<file path="config.mk">
export PLATFORM = sky130hd
export DESIGN_NAME = dma_ahb1_resp_router
export DESIGN_NICKNAME = d
export VERILOG_FILES = /design/src/rtl/dma_ahb1_resp_router.sv
export SDC_FILE = /design/constraint.sdc
export NUM_CORES = 1
export LEC_CHECK = 0
export CAP_MARGIN = 20
export CORE_AREA = 3 3 155 157
export DETAILED_ROUTE_END_ITERATION = 10
export DIE_AREA = 0 0 158 160
export PLACE_DENSITY_LB_ADDON = 0.05
export SYNTH_ARGS = -nofsm -noshare
export SYNTH_HDL_FRONTEND = slang
export SYNTH_SLANG_ARGS = --single-unit
</file>
<file path="constraint.sdc">
create_clock -name HCLK -period 2.6 [get_ports HCLK]
set_input_delay 0.65 -clock HCLK [delete_from_list [all_inputs] [get_ports HCLK]]
set_output_delay 0.65 -clock HCLK [all_outputs]
set_load 0.02 [all_outputs]
</file>
<file path="src/rtl/dma_ahb1_resp_router.sv">
`default_nettype none
// ============================================================================
//  Module   : dma_ahb1_resp_router
//  Purpose  : Steers AHB1 data-phase responses to the channel that issued the
//             address phase; tracks two-cycle ERROR responses. Per-channel
//             error counters are built when DMA_RESP_ERRCNT_EN is defined.
//  Revision : 1.0  initial release
// ============================================================================
module dma_ahb1_resp_router #(
    parameter int NUM_CH = 8,
    parameter int DATA_W = 32,
    parameter int RESP_W = 2,
    parameter int CH_W   = $clog2(NUM_CH)
) (
    input  logic                       HCLK,
    input  logic                       HRSTn,
    input  logic [CH_W-1:0]            ch_select,
    input  logic [1:0]                 htrans_in,
    input  logic                       hready_in,
    input  logic [DATA_W-1:0]          hrdata_in,
    input  logic [RESP_W-1:0]          hresp_in,
    output logic [NUM_CH*DATA_W-1:0]   rdata_ch,
    output logic [NUM_CH*RESP_W-1:0]   resp_ch,
    output logic [NUM_CH-1:0]          rdy_ch,
    output logic                       dphase_valid,
    output logic [CH_W-1:0]            dphase_ch,
    output logic [NUM_CH-1:0]          err_pulse,
    output logic                       illegal_sel,
    input  logic [NUM_CH-1:0]          errclr,
    output logic [NUM_CH*8-1:0]        errcnt
);

    localparam logic [RESP_W-1:0] c_resp_error = RESP_W'(1);
    localparam logic [CH_W:0]     c_num_ch     = (CH_W+1)'(NUM_CH);

    typedef enum logic [1:0] {
        S_IDLE = 2'd0,
        S_DATA = 2'd1,
        S_ERR1 = 2'd2
    } state_t;

    state_t              r_state;
    state_t              w_state_nxt;
    logic [CH_W-1:0]     r_dphase_ch;
    logic [NUM_CH-1:0]   r_err_pulse;
    logic                r_illegal_sel;

    logic                w_accept;
    logic                w_sel_legal;
    logic                w_accept_ok;
    logic                w_valid;
    logic                w_err_done;
    logic [NUM_CH-1:0]   w_err_vec;

    assign w_accept    = hready_in & htrans_in[1];
    assign w_sel_legal = ({1'b0, ch_select} < c_num_ch);
    assign w_accept_ok = w_accept & w_sel_legal;
    assign w_valid     = (r_state != S_IDLE);
    assign w_err_done  = w_valid & hready_in & (hresp_in == c_resp_error);

    always_ff @(posedge HCLK or negedge HRSTn) begin
        if (!HRSTn) begin
            r_state <= S_IDLE;
        end else begin
            r_state <= w_state_nxt;
        end
    end

    always_comb begin
        w_state_nxt = r_state;
        case (r_state)
            S_IDLE: begin
                if (w_accept_ok) w_state_nxt = S_DATA;
            end
            S_DATA: begin
                if (!hready_in) begin
                    if (hresp_in == c_resp_error) w_state_nxt = S_ERR1;
                end else begin
                    w_state_nxt = w_accept_ok ? S_DATA : S_IDLE;
                end
            end
            S_ERR1: begin
                // Second ERROR cycle completes the transfer like any other data phase
                if (hready_in) w_state_nxt = w_accept_ok ? S_DATA : S_IDLE;
            end
            default: w_state_nxt = S_IDLE;
        endcase
    end

    always_ff @(posedge HCLK or negedge HRSTn) begin
        if (!HRSTn) begin
            r_dphase_ch   <= '0;
            r_err_pulse   <= '0;
            r_illegal_sel <= 1'b0;
        end else begin
            if (w_accept_ok) r_dphase_ch <= ch_select;
            r_err_pulse   <= w_err_vec;
            r_illegal_sel <= w_accept & ~w_sel_legal;
        end
    end

    always_comb begin
        w_err_vec = '0;
        for (int k = 0; k < NUM_CH; k++) begin
            w_err_vec[k] = w_err_done && (r_dphase_ch == CH_W'(k));
        end
    end

    // The owner is taken from the registered data-phase state, never ch_select
    always_comb begin
        rdata_ch = '0;
        resp_ch  = '0;
        rdy_ch   = '0;
        for (int k = 0; k < NUM_CH; k++) begin
            if (w_valid) begin
                if (r_dphase_ch == CH_W'(k)) begin
                    rdata_ch[k*DATA_W +: DATA_W] = hrdata_in;
                    resp_ch[k*RESP_W +: RESP_W]  = hresp_in;
                    rdy_ch[k]                    = hready_in;
                end
            end else if (ch_select == CH_W'(k)) begin
                rdy_ch[k] = hready_in;
            end
        end
    end

    assign dphase_valid = w_valid;
    assign dphase_ch    = r_dphase_ch;
    assign err_pulse    = r_err_pulse;
    assign illegal_sel  = r_illegal_sel;

`ifdef DMA_RESP_ERRCNT_EN
    logic w_unused_bits;
    assign w_unused_bits = htrans_in[0];

    for (genvar k = 0; k < NUM_CH; k++) begin : g_errcnt
        logic [7:0] r_cnt;
        always_ff @(posedge HCLK or negedge HRSTn) begin
            if (!HRSTn) begin
                r_cnt <= 8'd0;
            end else if (errclr[k]) begin
                r_cnt <= 8'd0;
            end else if (w_err_vec[k] && (r_cnt != 8'hFF)) begin
                r_cnt <= r_cnt + 8'd1;
            end
        end
        assign errcnt[k*8 +: 8] = r_cnt;
    end
`else
    logic w_unused_bits;
    assign w_unused_bits = ^{errclr, htrans_in[0]};
    assign errcnt        = '0;
`endif

endmodule
`default_nettype wire

</file>
==> results of run 1 <==
area by class of cell:
type / instances / area (sq um) / share of cell area (%)
multi-input combinational: 390 / 2370 / 36.2
sequential: 13 / 328 / 5.00
tap: 285 / 357 / 5.44
clock buffer: 4 / 78.8 / 1.20
inverter: 1 / 3.75 / 0.0573
timing repair buffer: 372 / 3410 / 52.1
worst max path at each step:
stage                  from            end  slack, ps  depth (start not counted)
3_5_place_dp   ch_select[2]      rdy_ch[6]       -590                          5
3_3_place_gp   ch_select[2]      rdy_ch[6]       -570                          5
6_report       ch_select[2]      rdy_ch[6]         70                          5
2_1_floorplan  ch_select[2]      rdy_ch[6]        490                          3
5_1_grt        ch_select[2]      rdy_ch[4]        0.2                          5
4_1_cts          r_state[0]  rdata_ch[161]         10                          5
placed cells by master (no fill, tap or decap), drive strengths merged, types with 7 or more instances in the layout:
master / count
conb: 65
and2: 272
buf: 59
dlygate4sd2: 263
dfrtp: 13
clkdlybuf4s50: 44
o21a: 8
nor2: 13
nor3: 7
through the flow:
stage	setup WS (ps)	std cells
after floorplan	486	495
after detailed placement	-586	1050
after global placement	-570	1050
final	69.8	1065
after CTS	13.7	1063
after global routing	0.170	1065
critical path, cell delays in order:
cell and delay (ps):
sky130_fd_sc_hd__dlygate4sd2_1 210, sky130_fd_sc_hd__or3b_4 410, sky130_fd_sc_hd__nor3b_1 220, sky130_fd_sc_hd__o21a_1 140, sky130_fd_sc_hd__clkdlybuf4s15_2 260
cells by family (layout without fill, tap and decap cells):
kind of cell    Yosys count  count (layout)
mux                       3               3
buf+inv                  92             377
other cells               1              65
flops                    13              13
compound gates           13              13
simple gates            309             309
sequential cells by signal (all words and copies together), names as in the netlist:
register / count
dphase_ch: 3
err_pulse: 8
r_state: 2
power by group through the flow:
stage	Sequential, mW	Clock [mW]	Combinational [mW]
after floorplan	0.254	0	0.685
after global placement	0.235	0	1.33
after detailed placement	0.236	0	1.32
after CTS	0.231	0.287	1.22
after global routing	0.233	0.298	1.29
final	0.230	0.282	1.20
repair_timing:
item,CTS,global route
buffers inserted,8,2
endpoints found under the setup margin,275,3
pin swaps,3,1
gates resized for setup,335,3
gates cloned,1,0
layer usage:
| layer | global-route usage, % | part of all wire [%] | vias to the layer above |
|---|---|---|---|
| met2 | 28.0 | 55 | 206 |
| met5 | 0 | 0 | - |
| li1 | - | - | 1880 |
| met3 | 2.14 | 6.8 | 8 |
| met1 | 14.8 | 37 | 1757 |
| met4 | 2.07 | 0.87 | 0 |
==> PnR_summary.wiki, run 1 <==
{| class="wikitable"
! Metric !! Value
|-
| Run status || finished clean
|-
| Reg-to-reg setup timing slack || 1220 ps
|-
| Area fraction in compound gates after synthesis || 3.69%
|-
| Leakage component of the power || 4.06 nW
|-
| Final WL || 18.7 mm
|-
| Commonest register cell after synthesis || sky130_fd_sc_hd__dfrtp_1
|-
| Netlist cell types || 32
|-
| Main area contributors after synthesis || sky130_fd_sc_hd__and2_1 (55%), sky130_fd_sc_hd__buf_4 (16%), sky130_fd_sc_hd__dfrtp_1 (10%)
|-
| Leftover overflow at the end of global routing || 0
|-
| Synth Area in XOR/XNOR || 0%
|-
| Unrepaired setup endpoints after global routing || no
|-
| GR Util All Layers || 13.8%
|-
| Port Buffers || 332
|-
| Area inside the core boundary || 22600 sq um
|-
| First-pass GRT wire length || 26.6 mm
|-
| Overall Power || 1.71 mW
|-
| Cell type contributing the most total cell area after synthesis || sky130_fd_sc_hd__and2_1
|-
| Number of DRC markers after the initial detailed-route iteration || 117
|-
| Sink Count || 13
|-
| Via count of the first global-routing pass || 3895
|-
| Number of nets at the end of the flow || 831
|-
| CTS tree || yes
|-
| CTS HTree Levels || 1
|-
| Average cell area after synthesis || 7.23 sq um
|-
| Clk_skew || 1.79 ps
|-
| Ratio of cells with drive above 1 in the final layout || 10.9%
|-
| Worst Tran Pin Value || 569 ps
|-
| Source of the worst hold timing path || dphase_ch[1]
|-
| Fmax || 395 MHz
|-
| Area share of and/or/nand/nor cells after synthesis || 63.3%
|-
| Core Util, Final || 28.9%
|-
| Detailed placement HPWL || 14.6 mm
|-
| Number of detailed-route iterations in the first pass || 6
|-
| Worst max-slew margin expressed relative to the limit || 61.9%
|-
| Cell count of the worst hold path || 2
|-
| Number of clock buffers inserted by TritonCTS || 3
|-
| Count of filler cells inserted in the layout || 2540
|-
| Clock-pin slew reported for the worst setup and hold paths after clock tree synthesis || 40 ps
|-
| Wire per inst || 17.6 microns
|-
| Cell internal power dissipation || 0.898 mW
|-
| Number of hold-slack violations in the final timing report || 0
|-
| Endpoint kind of the worst setup timing path || output pin
|-
| Number of enable-type register cells in the synthesized netlist || 0
|-
| Number of antenna violations at the first check in global routing || 0
|-
| Final Critical Period || 2530 ps
|-
| Vertical die dimension || 160 microns
|-
| Number of pins exceeding their max-slew limit in the final report || 0
|-
| Post-CTS Hold Fix Bufs || 0
|-
| Number of endpoints failing setup at the final stage || 0
|-
| Row cnt || 55
|-
| Ant diodes || 0
|-
| Count of synthesis-stage warnings from yosys || 0
|-
| Max-Cap Viols || 0
|-
| Worst hold endpoint || dphase_ch[1]
|-
| Post-synth top cells || sky130_fd_sc_hd__and2_1 (272), sky130_fd_sc_hd__buf_4 (66), sky130_fd_sc_hd__buf_2 (16)
|-
| Switching share of power || 47.6%
|-
| Largest family of logic cells by synthesized area || simple AND/OR/NAND/NOR gates
|-
| Post-Synth Adder-Cell Area || 0%
|-
| Pin count of the biggest net entering global routing || 29
|-
| Most instantiated library cell after synthesis || sky130_fd_sc_hd__and2_1
|-
| Vias per cell || 3.62
|-
| Final Instance Area || 6550 sq um
|-
| Crit path required time || 1950 ps
|-
| Overall die area || 25300 sq um
|-
| Share of flip-flops with an asynchronous set or reset || 100%
|-
| Relative contribution of sequential cells to total power || 13.4%
|-
| Number of instances in the synthesized netlist || 431
|-
| Source-to-sink clock delay at the later pin of the worst-skew pair || 240 ps
|-
| Final total negative setup slack || 0 ps
|-
| Worst reg-to-reg path cell count || 4
|-
| Initial standard-cell utilization of the core || 13.8%
|-
| Top Ports || 407
|-
| Reg-to-reg endpoint || err_pulse[0]
|-
| Worst Hold Class || flip-flop to flip-flop
|-
| Largest voltage drop on the vdd net || 0.184 mV
|-
| Arr. time, crit path || 1880 ps
|-
| Placed cell areas || 6740 sq um
|-
| Crit Path Class || input pin to output pin
|-
| Crit path launch type || input pin
|-
| Weighted congestion at the end of routability-driven global placement || 0.783
|-
| Share of the clock period used by the worst path || 97.3%
|-
| Layout overhead on the synthesized area || 110%
|-
| Via count || 3851
|-
| Peak fanout along the critical path || 4
|-
| Final antenna-violating net count || 0
|-
| Overall die width || 158 microns
|-
| Switching power || 0.815 mW
|-
| Reg-to-Reg Start || r_state[0]
|-
| Max clock buf depth || 2
|-
| Buffer type at the clock tree root || sky130_fd_sc_hd__clkbuf_16
|-
| Post-synthesis sequential area ratio || 10.4%
|-
| Number of synthesized register bits || 13
|-
| Mux contribution to synthesized area || 1.08%
|-
| Combinational share of power || 70.1%
|-
| Power Density || 261 nW/um^2
|-
| Mapped cell area || 3120 sq um
|-
| Final routed DRC violation total || 0
|-
| Minimum hold slack || 662 ps
|-
| Clk network pwr share || 16.5%
|-
| Area share of the largest cell type after synthesis || 54.6%
|}
Power figures use the tool's default switching activity.
==> run 2, diff against run 1 <==
- CELL_PAD_IN_SITES_DETAIL_PLACEMENT: unset -> 1
- CELL_PAD_IN_SITES_GLOBAL_PLACEMENT: unset -> 2
- CORE_AREA: 3 3 155 157 -> unset
- CORE_MARGIN: unset -> 3
- CORE_UTILIZATION: unset -> 12
- DIE_AREA: 0 0 158 160 -> unset
==> run 2 against run 1 <==
  * Critical path depth fell by 1
  * Cell count rose by 4.5%
  * Worst setup slack got worse by 13 ps
  * Flip-flop and latch count is the same
  * Critical path type is now flip-flop to output pin
  * Largest cell class unchanged
  * Largest power group unchanged
  * Highest routed layer unchanged
==> PnR_summary.wiki, run 2 (synthesis results as in run 1) <==
{| class="wikitable"
! Metric !! Value
|-
| Run status || finished clean (unchanged)
|-
| Share of the clock period used by the worst path || 97.8% (was 97.3%)
|-
| GR Util All Layers || 14.0% (was 13.8%)
|-
| Vertical die dimension || 167 microns (was 160 microns)
|-
| Via count of the first global-routing pass || 4012 (was 3895)
|-
| Crit path launch type || flip-flop (was input pin)
|-
| Number of flip-flops under the largest register name || 8 (unchanged)
|-
| Switching share of power || 48.4% (was 47.6%)
|-
| Crit path required time || 1950 ps (about the same)
|-
| Unrepaired setup endpoints after global routing || no (unchanged)
|-
| Largest voltage drop on the vdd net || 0.185 mV (was 0.184 mV)
|-
| Number of detailed-route iterations in the first pass || 4 (was 6)
|-
| Minimum hold slack || 585 ps (was 662 ps)
|-
| Worst Setup Slack, final || 57.2 ps (was 69.8 ps)
|-
| Overall Power || 1.72 mW (was 1.71 mW)
|-
| Number of endpoints failing setup at the final stage || 0 (unchanged)
|-
| Switching power || 0.834 mW (was 0.815 mW)
|-
| Cell internal power dissipation || 0.888 mW (was 0.898 mW)
|-
| Overall die area || 27900 sq um (was 25300 sq um)
|-
| Area inside the core boundary || 25300 sq um (was 22600 sq um)
|-
| Cell mode on critical path || sky130_fd_sc_hd__buf_4
|-
| CTS HTree Levels || 1 (unchanged)
|-
| Most common library cell in the layout ignoring fill and taps || sky130_fd_sc_hd__and2_1 (unchanged)
|-
| Final Instance Area || 6570 sq um (was 6550 sq um)
|-
| Fmax || 393 MHz (was 395 MHz)
|-
| Buffer type at the clock tree root || sky130_fd_sc_hd__clkbuf_16 (unchanged)
|-
| Weighted congestion at the end of routability-driven global placement || 0.820 (was 0.783)
|-
| Row cnt || 58 (was 55)
|-
| Top Ports || 407 (unchanged)
|-
| Post-CTS Hold Fix Bufs || 0 (unchanged)
|-
| Crit Path Class || flip-flop to output pin (was input pin to output pin)
|-
| Relative contribution of sequential cells to total power || 13.6% (was 13.4%)
|-
| Via count || 3919 (was 3851)
|-
| Power Density || 262 nW/um^2 (was 261 nW/um^2)
|-
| Final Critical Period || 2540 ps (was 2530 ps)
|-
| Commonest cells after routing, fill and taps aside || sky130_fd_sc_hd__and2_1 (272), sky130_fd_sc_hd__dlygate4sd2_1 (250), sky130_fd_sc_hd__conb_1 (65) (was sky130_fd_sc_hd__and2_1 (272), sky130_fd_sc_hd__dlygate4sd2_1 (263), sky130_fd_sc_hd__conb_1 (65))
|-
| Clk network pwr share || 16.4% (was 16.5%)
|-
| Clk_skew || 3.00 ps (was 1.79 ps)
|-
| Detailed placement HPWL || 17.2 mm (was 14.6 mm)
|-
| Final routed DRC violation total || 0 (unchanged)
|-
| Initial standard-cell utilization of the core || 12.3% (was 13.8%)
|-
| Sink Count || 13 (unchanged)
|-
| Placed cell areas || 6750 sq um (was 6740 sq um)
|-
| Clock-pin slew reported for the worst setup and hold paths after clock tree synthesis || 40 ps (about the same)
|-
| Critical Path Slowest Stage Cell || sky130_fd_sc_hd__clkdlybuf4s50_1 (was sky130_fd_sc_hd__or3b_4)
|-
| Number of DRC markers after the initial detailed-route iteration || 78 (was 117)
|-
| Vias per cell || 3.52 (was 3.62)
|-
| Endpoint kind of the worst setup timing path || output pin (unchanged)
|-
| Worst max-slew margin expressed relative to the limit || 62.0% (was 61.9%)
|-
| Final antenna-violating net count || 0 (unchanged)
|-
| Cell-by-cell listing of the critical path || buf_4 > or2_2 > buf_4 > clkdlybuf4s50_1 (was dlygate4sd2_1 > or3b_4 > nor3b_1 > o21a_1 > clkdlybuf4s15_2)
|-
| CTS tree || yes (unchanged)
|-
| Number of antenna violations at the first check in global routing || 0 (unchanged)
|-
| Dpl ws || -539 ps (was -586 ps)
|-
| Largest stage delay on the critical path || 550 ps (was 410 ps)
|-
| Number of pins exceeding their max-slew limit in the final report || 0 (unchanged)
|-
| Number of nets at the end of the flow || 833 (was 831)
|-
| Source-to-sink clock delay at the later pin of the worst-skew pair || 240 ps (about the same)
|-
| Number of clock buffers inserted by TritonCTS || 3 (unchanged)
|-
| Peak fanout along the critical path || 6 (was 4)
|-
| Number of hold-slack violations in the final timing report || 0 (unchanged)
|-
| Port Buffers || 332 (unchanged)
|-
| First-pass GRT wire length || 30.2 mm (was 26.6 mm)
|-
| Wire per inst || 19.1 microns (was 17.6 microns)
|-
| Arr. time, crit path || 1890 ps (was 1880 ps)
|-
| Pin count of the biggest net entering global routing || 31 (was 29)
|-
| Layout overhead on the synthesized area || 111% (was 110%)
|-
| Overall die width || 167 microns (was 158 microns)
|-
| Worst Tran Pin Value || 568 ps (was 569 ps)
|-
| Leakage component of the power || 3.98 nW (was 4.06 nW)
|-
| Max-Cap Viols || 0 (unchanged)
|-
| Combinational share of power || 70.0% (was 70.1%)
|-
| Worst Hold Class || flip-flop to flip-flop (unchanged)
|-
| Final WL || 21.3 mm (was 18.7 mm)
|-
| Ratio of cells with drive above 1 in the final layout || 13.9% (was 10.9%)
|-
| Leftover overflow at the end of global routing || 0 (unchanged)
|-
| Max clock buf depth || 2 (unchanged)
|}
## run 2: cell count changes in the layout (fill, tap and decap cells not counted), sizes merged
cell           delta
buf              +20
dlygate4sd2      -13
clkdlybuf4s50     -4
bufbuf            -1
clkbuf            +1
diode             +1
dlymetal6s2s      -1
## run 2: routing by layer
layer	vias to the layer above	share of wire, %	GRT usage (%)	wire (microns)
li1	1885	-	-	-
met1	1831	39	16.0	8370
met2	197	53	27.5	11300
met3	6	6.9	3.02	1470
met4	0	0.75	1.39	159
met5	-	0	0	0
## run 2: repair_timing
action | in CTS | in global routing
resized for setup | 284 | 9
setup buffers | 5 | 0
pin swaps | 1 | 3
gates cloned | 0 | 0
setup endpoints to repair | 248 | 8
## run 2: critical path: cells and delay by family, from the launching register on
kind / cells / cell delay (ps)
flip-flops: 1 / 450
AND/OR/NAND/NOR: 1 / 330
buffers and inverters: 3 / 880
## run 2: area by class of cell
class / count / area [sq um]
clock buffer: 4 / 78.8
antenna: 1 / 2.50
sequential: 13 / 329
timing repair buffer: 374 / 3360
fill: 3097 / 18800
inverter: 1 / 3.75
tap: 330 / 413
multi-input combinational: 390 / 2380
## run 2: stage by stage
step	util, %	TNS (ps)	std cells
6_report	26.0	0	1113
3_3_place_gp	26.7	-21420	1103
2_1_floorplan	-	0	495
3_5_place_dp	26.7	-21640	1103
5_1_grt	25.9	0	1112
4_1_cts	25.9	-138	1112
## run 2: power by group through the flow
| stage | logic, mW | registers [mW] | clock network (mW) |
|---|---|---|---|
| floorplan | 0.685 | 0.254 | 0 |
| global placement | 1.35 | 0.239 | 0 |
| detailed placement | 1.34 | 0.241 | 0 |
| CTS | 1.23 | 0.235 | 0.289 |
| global route | 1.29 | 0.236 | 0.302 |
| finish | 1.20 | 0.234 | 0.283 |
## run 2: path summary, 6_finish.rpt
check | start | endpoint | slack [ps] | cells after the start
min reg2reg | dphase_ch[2] | err_pulse[2] | 580 | 2
min in group asynchronous | HRSTn | dphase_ch[1] | 780 | 1
max | r_state[0] | dphase_valid | 60 | 4
max reg2reg | r_state[0] | err_pulse[7] | 1110 | 5
min | dphase_ch[2] | err_pulse[2] | 580 | 2
max in group asynchronous | HRSTn | dphase_ch[0] | 1410 | 1
==> run 3, diff against run 2 <==
- ABC_AREA: unset -> 1
- RECOVER_POWER: unset -> 50
==> run 3 against run 2 <==
  * Flip-flop and latch count stayed put
  * Hold slack better by 120 ps
  * First-iteration DRC count up 44%
  * Sequential power is 3% lower
  * Critical path depth unchanged
  * Register-to-register slack better by 50 ps
  * Synthesized cell count grew 17%
  * Critical endpoint is now rdata_ch[102]
  * Combinational power rose by 8%
  * Via count rose by 11%
  * Utilization decreased by 0.96 points
  * Critical path type is now input pin to output pin
  * Maximum frequency rose by 0.51%
==> PnR_summary.wiki, run 3 <==
{| class="wikitable"
! Metric !! Value
|-
| Initial standard-cell utilization of the core || 12.4% (was 12.3%)
|-
| Number of pins exceeding their max-slew limit in the final report || 0 (unchanged)
|-
| Core Util, Final || 25.0% (was 26.0%)
|-
| Peak fanout along the critical path || 7 (was 6)
|-
| Largest family of logic cells by synthesized area || simple AND/OR/NAND/NOR gates (unchanged)
|-
| Arr. time, crit path || 1880 ps (was 1890 ps)
|-
| Gate family responsible for the most delay along the worst path || buffers and inverters (unchanged)
|-
| Number of nets at the end of the flow || 910 (was 833)
|-
| Sink Count || 13 (unchanged)
|-
| Row cnt || 59 (was 58)
|-
| Area share of the largest cell type after synthesis || 30.5% (was 54.6%)
|-
| Post-CTS Hold Fix Bufs || 0 (unchanged)
|-
| GR Util All Layers || 14.9% (was 14.0%)
|-
| Endpoint kind of the worst setup timing path || output pin (unchanged)
|-
| Pin count of the biggest net entering global routing || 29 (was 31)
|-
| Top Ports || 407 (unchanged)
|-
| Number of clock buffers inserted by TritonCTS || 3 (unchanged)
|-
| Post-synthesis sequential area ratio || 9.91% (was 10.4%)
|-
| Weighted congestion at the end of routability-driven global placement || 0.749 (was 0.820)
|-
| Worst max-slew margin expressed relative to the limit || 58.5% (was 62.0%)
|-
| CTS tree || yes (unchanged)
|-
| Number of hold-slack violations in the final timing report || 0 (unchanged)
|-
| Area share of and/or/nand/nor cells after synthesis || 66.3% (was 63.3%)
|-
| Number of detailed-route iterations in the first pass || 4 (unchanged)
|-
| Overall die area || 29400 sq um (was 27900 sq um)
|-
| Final antenna-violating net count || 0 (unchanged)
|-
| Netlist cell types || 21 (was 32)
|-
| Post-synth top cells || sky130_fd_sc_hd__nor2_2 (160), sky130_fd_sc_hd__nor2_1 (134), sky130_fd_sc_hd__buf_4 (65) (was sky130_fd_sc_hd__and2_1 (272), sky130_fd_sc_hd__buf_4 (66), sky130_fd_sc_hd__buf_2 (16))
|-
| Share of the clock period used by the worst path || 97.3% (was 97.8%)
|-
| Count of synthesis-stage warnings from yosys || 0 (unchanged)
|-
| Reg-to-reg setup timing slack || 1160 ps (was 1110 ps)
|-
| Buffer type at the clock tree root || sky130_fd_sc_hd__clkbuf_16 (unchanged)
|-
| Number of buffer and inverter stages on the critical path || 2 (was 3)
|-
| Worst reg-to-reg path cell count || 5 (unchanged)
|-
| Wire per inst || 19.9 microns (was 19.1 microns)
|-
| Final Instance Area || 6620 sq um (was 6570 sq um)
|-
| Number of enable-type register cells in the synthesized netlist || 0 (unchanged)
|-
| Cell type contributing the most total cell area after synthesis || sky130_fd_sc_hd__nor2_2 (was sky130_fd_sc_hd__and2_1)
|-
| Share of flip-flops with an asynchronous set or reset || 100% (unchanged)
|-
| Via count || 4333 (was 3919)
|-
| Vias per cell || 3.61 (was 3.52)
|-
| Average cell area after synthesis || 6.50 sq um (was 7.23 sq um)
|-
| Vertical die dimension || 171 microns (was 167 microns)
|-
| Overall die width || 171 microns (was 167 microns)
|-
| Layout overhead on the synthesized area || 102% (was 111%)
|-
| Number of DRC markers after the initial detailed-route iteration || 112 (was 78)
|-
| Commonest register cell after synthesis || sky130_fd_sc_hd__dfrtp_1 (unchanged)
|-
| Worst Setup SP || hrdata_in[6] (was r_state[0])
|-
| Area inside the core boundary || 26500 sq um (was 25300 sq um)
|-
| Final Critical Period || 2530 ps (was 2540 ps)
|-
| Main area contributors after synthesis || sky130_fd_sc_hd__nor2_2 (30%), sky130_fd_sc_hd__nor2_1 (15%), sky130_fd_sc_hd__buf_4 (15%) (was sky130_fd_sc_hd__and2_1 (55%), sky130_fd_sc_hd__buf_4 (16%), sky130_fd_sc_hd__dfrtp_1 (10%))
|-
| Dpl ws || -285 ps (was -539 ps)
|-
| Worst Tran Pin Value || 621 ps (was 568 ps)
|-
| Final WL || 23.9 mm (was 21.3 mm)
|-
| Synth Area in XOR/XNOR || 0% (unchanged)
|-
| Number of flip-flops under the largest register name || 8 (unchanged)
|-
| Mapped cell area || 3280 sq um (was 3120 sq um)
|-
| Unrepaired setup endpoints after global routing || no (unchanged)
|-
| Clock-pin slew reported for the worst setup and hold paths after clock tree synthesis || 50 ps (was 40 ps)
|-
| Number of synthesized register bits || 13 (unchanged)
|-
| Mux contribution to synthesized area || 0% (was 1.08%)
|-
| Cell-by-cell listing of the critical path || dlygate4sd3_1 > nand2_8 > nor2_2 > dlygate4sd2_1 (was buf_4 > or2_2 > buf_4 > clkdlybuf4s50_1)
|-
| Number of antenna violations at the first check in global routing || 7 (was 0)
|-
| Final routed DRC violation total || 0 (unchanged)
|-
| Port Buffers || 332 (unchanged)
|-
| Worst Setup Slack, final || 70.1 ps (was 57.2 ps)
|-
| Worst Hold Class || flip-flop to flip-flop (unchanged)
|-
| Max-Cap Viols || 0 (unchanged)
|-
| Largest stage delay on the critical path || 640 ps (was 550 ps)
|-
| Source-to-sink clock delay at the later pin of the worst-skew pair || 240 ps (about the same)
|-
| First-pass GRT wire length || 32.7 mm (was 30.2 mm)
|-
| Max clock buf depth || 2 (unchanged)
|-
| Detailed placement HPWL || 19.8 mm (was 17.2 mm)
|-
| Crit Path Class || input pin to output pin (was flip-flop to output pin)
|-
| Number of instances in the synthesized netlist || 505 (was 431)
|-
| Number of endpoints failing setup at the final stage || 0 (unchanged)
|-
| Fmax || 395 MHz (was 393 MHz)
|-
| Setup crit end || rdata_ch[102] (was dphase_valid)
|-
| Reg-to-reg endpoint || err_pulse[1] (was err_pulse[7])
|-
| Leakage component of the power || 3.65 nW (was 3.98 nW)
|-
| Most common library cell in the layout ignoring fill and taps || sky130_fd_sc_hd__dlygate4sd2_1 (was sky130_fd_sc_hd__and2_1)
|-
| Via count of the first global-routing pass || 4395 (was 4012)
|-
| Levels on crit path || 4 (unchanged)
|-
| Power Density || 273 nW/um^2 (was 262 nW/um^2)
|-
| Reg-to-Reg Start || r_state[1] (was r_state[0])
|-
| Commonest cells after routing, fill and taps aside || sky130_fd_sc_hd__dlygate4sd2_1 (224), sky130_fd_sc_hd__nor2_1 (182), sky130_fd_sc_hd__nor2_2 (112) (was sky130_fd_sc_hd__and2_1 (272), sky130_fd_sc_hd__dlygate4sd2_1 (250), sky130_fd_sc_hd__conb_1 (65))
|-
| Crit path required time || 1950 ps (about the same)
|-
| Placed cell areas || 7020 sq um (was 6750 sq um)
|-
| Ratio of cells with drive above 1 in the final layout || 29.5% (was 13.9%)
|-
| Most instantiated library cell after synthesis || sky130_fd_sc_hd__nor2_2 (was sky130_fd_sc_hd__and2_1)
|-
| Crit path launch type || input pin (was flip-flop)
|-
| Area fraction in compound gates after synthesis || 1.07% (was 3.69%)
|-
| Largest voltage drop on the vdd net || 0.210 mV (was 0.185 mV)
|-
| CTS HTree Levels || 1 (unchanged)
|-
| Clk_skew || 6.97 ps (was 3.00 ps)
|-
| Critical Path Slowest Stage Cell || sky130_fd_sc_hd__dlygate4sd3_1 (was sky130_fd_sc_hd__clkdlybuf4s50_1)
|-
| Leftover overflow at the end of global routing || 0 (unchanged)
|-
| Post-Synth Adder-Cell Area || 0% (unchanged)
|-
| Run status || finished clean (unchanged)
|}
## run 3: cell type report
cell class / instances / area (sq um)
antenna: 6 / 15.0
multi-input combinational: 445 / 2350
clock buffer: 4 / 78.8
sequential: 13 / 325
inverter: 13 / 51.3
timing repair buffer: 384 / 3380
fill: 3315 / 19900
tap: 335 / 419
## run 3: routing by layer
| metal | wire [microns] | track usage [%] |
|---|---|---|
| met1 | 9400 | 17.3 |
| met4 | 231 | 2.55 |
| met2 | 12700 | 28.3 |
| met3 | 1510 | 3.19 |
| met5 | 12 | 0 |
## run 3: how the worst min path moves through the flow
stage | depth (start not counted) | to | slack [ps] | from
after floorplan | 0 | dphase_ch[0] | 350 | HRSTn
after global placement | 3 | r_state[0] | 610 | r_state[1]
after detailed placement | 3 | r_state[0] | 690 | r_state[1]
after CTS | 3 | r_state[1] | 700 | r_state[1]
after global routing | 3 | r_state[1] | 750 | r_state[0]
final | 3 | r_state[0] | 700 | r_state[1]
## run 3: timing repair
action                     in CTS  in global routing
gates resized for setup       246                 16
buffers inserted                0                  1
pin swaps                       0                  1
setup endpoints to repair     232                 17
## run 3: per-stage QoR
step / power [mW] / setup TNS, ps / hold slack, ps / instances
4_1_cts: 1.90 / 0 / 705 / 1193
2_1_floorplan: 1.06 / 0 / 354 / 569
3_3_place_gp: 1.66 / -25880 / 611 / 1189
6_report: 1.81 / 0 / 700 / 1200
5_1_grt: 1.94 / 0 / 745 / 1200
3_5_place_dp: 1.67 / -26610 / 687 / 1189
## run 3: where the power goes
| part | internal (mW) | switching (mW) |
|---|---|---|
| registers | 0.212 | 0.0160 |
| clock network | 0.207 | 0.0843 |
| logic | 0.418 | 0.873 |
| total | 0.837 | 0.973 |
## run 3: worst reg2reg max path: stages, from the launching register on
cell                      delay (ps)
sky130_fd_sc_hd__dfrtp_1         420
sky130_fd_sc_hd__nor2_4           80
sky130_fd_sc_hd__inv_4           160
sky130_fd_sc_hd__buf_12          230
sky130_fd_sc_hd__nand3_1         280
sky130_fd_sc_hd__nor2_1          180
## run 3: kinds of logic after synthesis
kind of cell,count (synthesis)
AOI/OAI and AO/OA,7
and+or+nand+nor,373
DFF,13
buffers and inverters,111
other,1
